===== config.mk =====
export PLATFORM = sky130hd
export DESIGN_NAME = ysyx_22050710_mem_arbiter
export DESIGN_NICKNAME = d
export VERILOG_FILES = /design/src/rtl/ysyx_22050710_mem_arbiter.sv
export SDC_FILE = /design/constraint.sdc
export NUM_CORES = 1
export LEC_CHECK = 0
export BUFFER_PORTS_ARGS = -buffer_cell sky130_fd_sc_hd__buf_2
export CORE_AREA = 5 5 210 212
export DETAILED_ROUTE_END_ITERATION = 12
export DIE_AREA = 0 0 215 217
export GPL_ROUTABILITY_DRIVEN = 0
export GPL_TIMING_DRIVEN = 0
export RECOVER_POWER = 25
export SLEW_MARGIN = 10
export SYNTH_ARGS = -nofsm -noshare
export SYNTH_HDL_FRONTEND = slang
export SYNTH_SLANG_ARGS = --single-unit

===== constraint.sdc =====
create_clock -name i_clk -period 1.7 [get_ports i_clk]
set_input_delay 0.255 -clock i_clk [delete_from_list [all_inputs] [get_ports i_clk]]
set_output_delay 0.255 -clock i_clk [all_outputs]
set_load 0.1 [all_outputs]

===== src/rtl/ysyx_22050710_mem_arbiter.sv =====
// ysyx_22050710_mem_arbiter
// Shares one downstream memory port between the IFU (read-only fetch) and
// the LSU (load/store). One transaction is in flight at a time. Each
// transaction walks IDLE -> REQ -> RESP, and the response is steered back
// to the requester that owns the transaction.
//
// Arbitration policy is selected by the macro YSYX_22050710_ARB_RR_EN:
//   undefined : fixed priority, LSU wins a tie (the LSU access belongs to
//               the instruction that has already been fetched)
//   defined   : round-robin, a tie goes to the requester that did not own
//               the previous grant; after reset the pointer names the IFU
module ysyx_22050710_mem_arbiter #(
  parameter int AW = 64,
  parameter int DW = 64
) (
  input  logic            i_clk,
  input  logic            i_rst,

  input  logic            i_ifu_req,
  input  logic [AW-1:0]   i_ifu_addr,
  output logic            o_ifu_gnt,
  output logic            o_ifu_rvalid,
  output logic [DW-1:0]   o_ifu_rdata,

  input  logic            i_lsu_req,
  input  logic            i_lsu_we,
  input  logic [AW-1:0]   i_lsu_addr,
  input  logic [DW-1:0]   i_lsu_wdata,
  input  logic [DW/8-1:0] i_lsu_wmask,
  output logic            o_lsu_gnt,
  output logic            o_lsu_rvalid,
  output logic [DW-1:0]   o_lsu_rdata,

  output logic            o_mem_valid,
  output logic            o_mem_we,
  output logic [AW-1:0]   o_mem_addr,
  output logic [DW-1:0]   o_mem_wdata,
  output logic [DW/8-1:0] o_mem_wmask,
  input  logic            i_mem_ready,
  input  logic            i_mem_rvalid,
  input  logic [DW-1:0]   i_mem_rdata,

  output logic            o_busy
);

  typedef enum logic [1:0] {
    ST_IDLE = 2'd0,
    ST_REQ  = 2'd1,
    ST_RESP = 2'd2
  } state_e;

  // Owner encoding shared by the owner register and the round-robin pointer.
  localparam logic OWN_IFU = 1'b0;
  localparam logic OWN_LSU = 1'b1;

  state_e          state_q, state_d;
  logic            owner_q, owner_d;
  logic            we_q, we_d;
  logic [AW-1:0]   addr_q, addr_d;
  logic [DW-1:0]   wdata_q, wdata_d;
  logic [DW/8-1:0] wmask_q, wmask_d;

  logic            pick_lsu;
  logic            grant;
  logic            resp_fire;

`ifdef YSYX_22050710_ARB_RR_EN
  logic            last_q, last_d;
`endif

  // Arbitration: decide which requester would win if a grant happens now.
  always_comb begin
    // NOTE: every always_comb output gets a default first, so no path leaves
    // it unassigned and no latch is inferred.
    pick_lsu = 1'b0;
`ifdef YSYX_22050710_ARB_RR_EN
    if (i_ifu_req && i_lsu_req) begin
      pick_lsu = (last_q == OWN_IFU);
    end else begin
      pick_lsu = i_lsu_req;
    end
`else
    pick_lsu = i_lsu_req;
`endif
  end

  // A grant only happens in IDLE; gating with reset keeps the grant pulses
  // low while reset is asserted even if requests are already present.
  assign grant     = (state_q == ST_IDLE) && (i_ifu_req || i_lsu_req) && i_rst;
  assign resp_fire = (state_q == ST_RESP) && i_mem_rvalid;

  assign o_ifu_gnt = grant && !pick_lsu;
  assign o_lsu_gnt = grant &&  pick_lsu;

  // Response steering: only the owner sees rvalid; data is shared.
  assign o_ifu_rvalid = resp_fire && (owner_q == OWN_IFU);
  assign o_lsu_rvalid = resp_fire && (owner_q == OWN_LSU);
  assign o_ifu_rdata  = i_mem_rdata;
  assign o_lsu_rdata  = i_mem_rdata;

  assign o_mem_valid = (state_q == ST_REQ);
  assign o_mem_we    = we_q;
  assign o_mem_addr  = addr_q;
  assign o_mem_wdata = wdata_q;
  assign o_mem_wmask = wmask_q;
  assign o_busy      = (state_q != ST_IDLE);

  // Next-state logic: walk the transaction and latch the winner's fields.
  always_comb begin
    state_d = state_q;
    owner_d = owner_q;
    we_d    = we_q;
    addr_d  = addr_q;
    wdata_d = wdata_q;
    wmask_d = wmask_q;
    unique case (state_q)
      ST_IDLE: begin
        if (grant) begin
          state_d = ST_REQ;
          owner_d = pick_lsu;
          if (pick_lsu) begin
            we_d    = i_lsu_we;
            addr_d  = i_lsu_addr;
            wdata_d = i_lsu_wdata;
            wmask_d = i_lsu_wmask;
          end else begin
            // Fetches are always reads with no byte enables.
            we_d    = 1'b0;
            addr_d  = i_ifu_addr;
            wdata_d = '0;
            wmask_d = '0;
          end
        end
      end
      ST_REQ: begin
        if (i_mem_ready) begin
          state_d = ST_RESP;
        end
      end
      ST_RESP: begin
        if (i_mem_rvalid) begin
          state_d = ST_IDLE;
        end
      end
      default: begin
        state_d = ST_IDLE;
      end
    endcase
  end

  // State and request registers; reset abandons any transaction in flight.
  always_ff @(posedge i_clk or negedge i_rst) begin
    if (!i_rst) begin
      state_q <= ST_IDLE;
      owner_q <= OWN_IFU;
      we_q    <= 1'b0;
      addr_q  <= '0;
      wdata_q <= '0;
      wmask_q <= '0;
    end else begin
      // NOTE: sequential state uses non-blocking assignments so every
      // register samples the values from before this clock edge.
      state_q <= state_d;
      owner_q <= owner_d;
      we_q    <= we_d;
      addr_q  <= addr_d;
      wdata_q <= wdata_d;
      wmask_q <= wmask_d;
    end
  end

`ifdef YSYX_22050710_ARB_RR_EN
  // Round-robin pointer: remembers the owner of the most recent grant.
  always_comb begin
    last_d = last_q;
    if (grant) begin
      last_d = pick_lsu;
    end
  end

  // Pointer register; starts at IFU so the first tie goes to the LSU.
  always_ff @(posedge i_clk or negedge i_rst) begin
    if (!i_rst) begin
      last_q <= OWN_IFU;
    end else begin
      last_q <= last_d;
    end
  end
`endif

endmodule


==> flow_summary.json, run 1 <==
{
  "status": "complete, but fails checks",
  "violations": "hold timing, setup timing",
  "worst_slew_pin_slew_ns": 0.600,
  "min_path_type": "primary input to asynchronous set/reset pin",
  "final-max-slew-violation-count": 0,
  "clockRootBuffer": "clkbuf_16",
  "avgSynthCellArea_sq_um": 11.5,
  "cap_violations": 0,
  "dp.final_hpwl_um": 21400,
  "grt_pass1_vias": 6831,
  "layout_commonest_cell": "buf_2",
  "dr.pass1.iters": 4,
  "ios": 542,
  "htree_levels": 4,
  "synth_top_area_share_pct": 46.0,
  "start_util_pct": 18.3,
  "place_inst": 1677,
  "die_h_um": 217,
  "cts_hold_buf": 1,
  "io_buffers": 476,
  "final_cell_mix": "buf_2 (477), buf_4 (142), dfrtp_1 (139)",
  "drive_gt1_share_pct": 69.4,
  "ys_types": 18,
  "syn-num-nets": 932,
  "insertedDiodeCount": 0,
  "synth.cell_area_sq_um": 7620,
  "antenna_found_initial": 0,
  "seq_area_frac_synth_pct": 46.0,
  "grt.overflow.total": 0,
  "fmax_ghz": 0.504,
  "finClkSkew_ns": 0.00678,
  "period_share_pct": 117,
  "dieArea_sq_um": 46700,
  "r2r.worst_path.cells": 7,
  "dr.first_iter.drc_count": 130,
  "path_class": "register to primary output",
  "crit_fanout": 4,
  "vias": 6308,
  "grt_max_degree": 74,
  "fin_nets": 1447,
  "cts_tree": "done",
  "fin_ws_ns": -0.286,
  "num_rows": 75,
  "startpoint_type": "register",
  "fin_util_pct": 28.3,
  "finalWirelength_um": 27100,
  "synth-seq-cells": 140,
  "track_usage_pct": 10.9,
  "holdWs_ns": -0.228,
  "coreArea_sq_um": 41800,
  "dpl_cell_area_sq_um": 10800,
  "die_w_um": 215,
  "clkTransAtPathRegs_ns": 0.06,
  "cts.sinks": 140,
  "syn_inst": 661,
  "clk_latency_ns": 0.43,
  "setup_viol": 66,
  "grt_pass1_wl_um": 39600,
  "area_growth_pct": 55.1,
  "drc": 0,
  "fin_crit_ns": 1.99,
  "slew_headroom_pct": 60.0,
  "rsz0062_at_grt": "true",
  "routedWlPerCell_um": 15.7,
  "cts_made_buffers": 17,
  "drtAntennaViolNets": 0,
  "arrival_ns": 1.73,
  "final_cell_area_sq_um": 11800,
  "ys_top_cells_by_area": "dfrtp_1 (46%), mux2_2 (15%), buf_4 (14%)",
  "worst_setup_path_end_kind": "primary output",
  "clockBufferDepth": 2,
  "ys.warnings.count": 0,
  "route.detailed.vias_per_inst": 3.65,
  "critPathRequiredTime_ns": 1.44,
  "fin_cells": 1728,
  "synth_top_cell_by_area": "dfrtp_1",
  "final-hold-violation-count": 70
}
==> worst paths after layout <==
kind / endpoint / slack (ns) / startpoint
hold reg to reg: o_mem_addr[31]$_DFFE_PN0P_ / 0.50 / o_mem_addr[31]$_DFFE_PN0P_
setup / recovery: o_ifu_gnt / -0.29 / state_q[1]$_DFFE_PN0P_
setup reg to reg: o_mem_addr[18]$_DFFE_PN0P_ / -0.08 / state_q[1]$_DFFE_PN0P_
max in group asynchronous: o_mem_we$_DFFE_PN0P_ / 1.14 / i_rst
min in group i_clk: o_mem_wdata[1]$_DFFE_PN0P_ / 0.07 / i_lsu_wdata[1]
hold / removal: o_mem_addr[15]$_DFFE_PN0P_ / -0.23 / i_rst
==> critical path, stage by stage (launching register included) <==
cell and delay [ns]:
dfrtp_1 0.41, nor2_4 0.20, o211ai_4 0.13, buf_12 0.17, buf_12 0.12, nor2_4 0.09, buf_12 0.18
==> final cells by class <==
cell class                 count  area (sq um)
sequential                   140          3500
clock inverter                13           118
fill                        4370         29900
multi-input combinational    287          2700
clock buffer                  19           443
timing repair buffer         496          2770
inverter                      75           282
tap                          539           674
buffer                       159          1340
==> layer usage <==
| metal | global-route usage [%] | wire, um | up-vias |
|---|---|---|---|
| li1 | - | - | 3026 |
| met1 | 11.3 | 9970 | 2967 |
| met2 | 20.1 | 14200 | 294 |
| met3 | 4.50 | 2390 | 21 |
| met4 | 3.56 | 490 | 0 |
| met5 | 0 | 0 | - |
==> metrics by stage <==
step / setup slack [ns] / TNS [ns]
5_1_grt: -0.432 / -12.25
2_1_floorplan: -0.0185 / -0.0185
3_5_place_dp: -0.524 / -8.62
6_report: -0.286 / -3.54
3_3_place_gp: -2.91 / -601.49
4_1_cts: -0.362 / -2.61
==> flip-flops by register name (all words and copies together) (netlist names) <==
signal and cells:
state_q 2, o_mem_wdata 64, o_mem_wmask 8, owner_q 1
o_mem_addr 64, o_mem_we 1
==> synth_stat cells (all sizes together) <==
cell,n
buf,159
nor3b,1
nor2,2
nand2b,2
nor3,1
a21o,1
inv,75
o211ai,1
nand2,75
o21ai,2
dfrtp,140
mux2,128
mux2i,73
and3,1
==> cells by family (layout without fill, tap and decap cells) <==
family                 after synthesis  after routing  share of synthesized area, %
AND/OR/NAND/NOR                     82             82                          4.30
flip-flops                         140            140                          46.0
multiplexers                       201            201                          29.8
AO/OA/AOI/OAI                        4              4                         0.394
buffers and inverters              234            762                          19.5
==> timing repair <==
| item | 4_1_cts | 5_1_grt |
|---|---|---|
| gates resized for setup | 34 | 33 |
| pin swaps | 3 | 3 |
| endpoints found under the setup margin | 6 | 96 |
| hold endpoints to repair | 71 | 70 |
| cloned | 0 | 4 |
| setup buffers | 6 | 9 |
Power of run 1 is not shown: default switching activity piles up to over one toggle a cycle in this logic, so the estimate is an artifact.
==> run 2, diff against run 1 <==
CORE_AREA = 5 5 208 210   (was 5 5 210 212)
DIE_AREA = 0 0 213 215   (was 0 0 215 217)
clock period = 1.8 ns   (was 1.7 ns; I/O delays follow)
==> run 2 against run 1 <==
  * The run still ends with hold timing, setup timing left
  * Cell area decreased by 2.9%
  * Count of clock-buffer cells in the layout increased by 2
  * Register-to-register slack improved by 0.17 ns
  * Sequential share of layout area increased by 0.87 points
  * Setup slack improved by 0.23 ns
  * Critical path depth decreased by 1
  * Routed wire length decreased by 5.0%
  * Sequential cell count unchanged
  * First-iteration DRC count increased by 24%
==> flow_summary.json, run 2 (same netlist as run 1, synthesis figures left out) <==
{
  "status": "complete, but fails checks",
  "violations": "hold timing, setup timing",
  "route.detailed.vias_per_inst": 3.62,
  "rsz0062_at_grt": "true",
  "worst_setup_path_end_kind": "primary output",
  "track_usage_pct": 10.6,
  "crit_fanout": 6,
  "critPathSlowestCell": "dfrtp_2",
  "vias": 6217,
  "fmax_ghz": 0.539,
  "clockBufferDepth": 2,
  "grt_pass1_wl_um": 37300,
  "reg2reg_slack_ns": 0.09,
  "cp_top_family": "flip-flops",
  "grt.overflow.total": 0,
  "dr.first_iter.drc_count": 161,
  "area.sequential_sq_um": 3500,
  "multi_input_area_sq_um": 2660,
  "start_util_pct": 18.4,
  "r2r.worst_path.cells": 6,
  "grt_pass1_vias": 6620,
  "final-hold-violation-count": 67,
  "finClkSkew_ns": 0.0150,
  "layout_commonest_cell": "buf_2",
  "grt_max_degree": 74,
  "ios": 542,
  "dieArea_sq_um": 45800,
  "clkTransAtPathRegs_ns": 0.06,
  "period_share_pct": 103,
  "path_class": "register to primary output",
  "startpoint_type": "register",
  "fin_setup_tns_ns": -0.0556,
  "path_buf_inv": 2,
  "dr.pass1.iters": 4,
  "reg2reg_from": "state_q[1]$_DFFE_PN0P_",
  "die_w_um": 213,
  "critPathRequiredTime_ns": 1.53,
  "cap_violations": 0,
  "crit_cells": 5,
  "holdWs_ns": -0.204,
  "min_path_type": "primary input to asynchronous set/reset pin",
  "final-max-slew-violation-count": 0,
  "area_growth_pct": 50.7,
  "final_cell_mix": "buf_2 (477), buf_4 (149), dfrtp_1 (139)",
  "insertedDiodeCount": 0,
  "io_buffers": 476,
  "fin_ws_ns": -0.0556,
  "clockRootBuffer": "clkbuf_16",
  "finalWirelength_um": 25700,
  "cpPeakStageDelay_ns": 0.42,
  "htree_levels": 4,
  "clk_latency_ns": 0.43,
  "arrival_ns": 1.59,
  "slew_headroom_pct": 61.6,
  "drtAntennaViolNets": 0,
  "drive_gt1_share_pct": 68.7,
  "drc": 0,
  "antenna_found_initial": 0,
  "worst_slew_pin_slew_ns": 0.576,
  "fin_crit_ns": 1.86,
  "routedWlPerCell_um": 15.0,
  "cts.sinks": 140,
  "cts_tree": "done",
  "setup.worst_path.start": "state_q[0]$_DFFE_PN0P_",
  "coreArea_sq_um": 41400,
  "dp.final_hpwl_um": 21100,
  "die_h_um": 215,
  "crit_chain": "nor2_4, o211ai_4, buf_12, nor2_4, buf_12",
  "worstReg2RegEnd": "o_mem_addr[31]$_DFFE_PN0P_",
  "pre_cts_slack_ns": -0.502,
  "num_rows": 75,
  "setup_viol": 1,
  "fin_nets": 1435,
  "fill_cells": 4360,
  "endpoint": "o_ifu_gnt",
  "cts_made_buffers": 17
}
## run 2: layer usage
layer | up-vias | part of all wire, % | global-route usage (%)
met5 | - | 0 | 0
met4 | 0 | 1.3 | 3.35
met3 | 16 | 7.6 | 2.87
met2 | 255 | 51 | 18.7
met1 | 2948 | 40 | 12.6
li1 | 2998 | - | -
## run 2: area by class of cell
| cell class | count | share of cell area (%) |
|---|---|---|
| buffer | 158 | 10.5 |
| clock buffer | 21 | 4.10 |
| clock inverter | 11 | 1.44 |
| inverter | 75 | 2.45 |
| multi-input combinational | 287 | 23.2 |
| sequential | 140 | 30.5 |
| tap | 539 | 5.87 |
| timing repair buffer | 485 | 22.0 |
## run 2: timing repair
item                                    CTS  global route
endpoints found under the hold margin    67            67
resized for setup                        14             4
endpoints found under the setup margin    5            19
setup buffers                             4             4
pin swaps                                 1             2
## run 2: worst min-delay path by stage
stage	from	to	slack, ns
finish	i_rst	o_mem_wdata[61]$_DFFE_PN0P_	-0.20
global route	i_rst	o_mem_wdata[61]$_DFFE_PN0P_	-0.19
CTS	i_rst	o_mem_wdata[61]$_DFFE_PN0P_	-0.22
detailed placement	i_rst	o_mem_wdata[61]$_DFFE_PN0P_	0.27
global placement	o_mem_addr[16]$_DFFE_PN0P_	o_mem_addr[16]$_DFFE_PN0P_	0.48
floorplan	i_rst	o_mem_addr[0]$_DFFE_PN0P_	-0.03
## run 2: stage by stage
| stage | instance area [sq um] | std cells | utilization, % |
|---|---|---|---|
| floorplan | 7640 | 661 | - |
| global placement | 10700 | 1676 | 25.9 |
| detailed placement | 10700 | 1677 | 25.9 |
| CTS | 11400 | 1712 | 27.7 |
| global route | 11500 | 1716 | 27.8 |
| finish | 11500 | 1716 | 27.8 |
Power of run 2 is left out for the same reason.
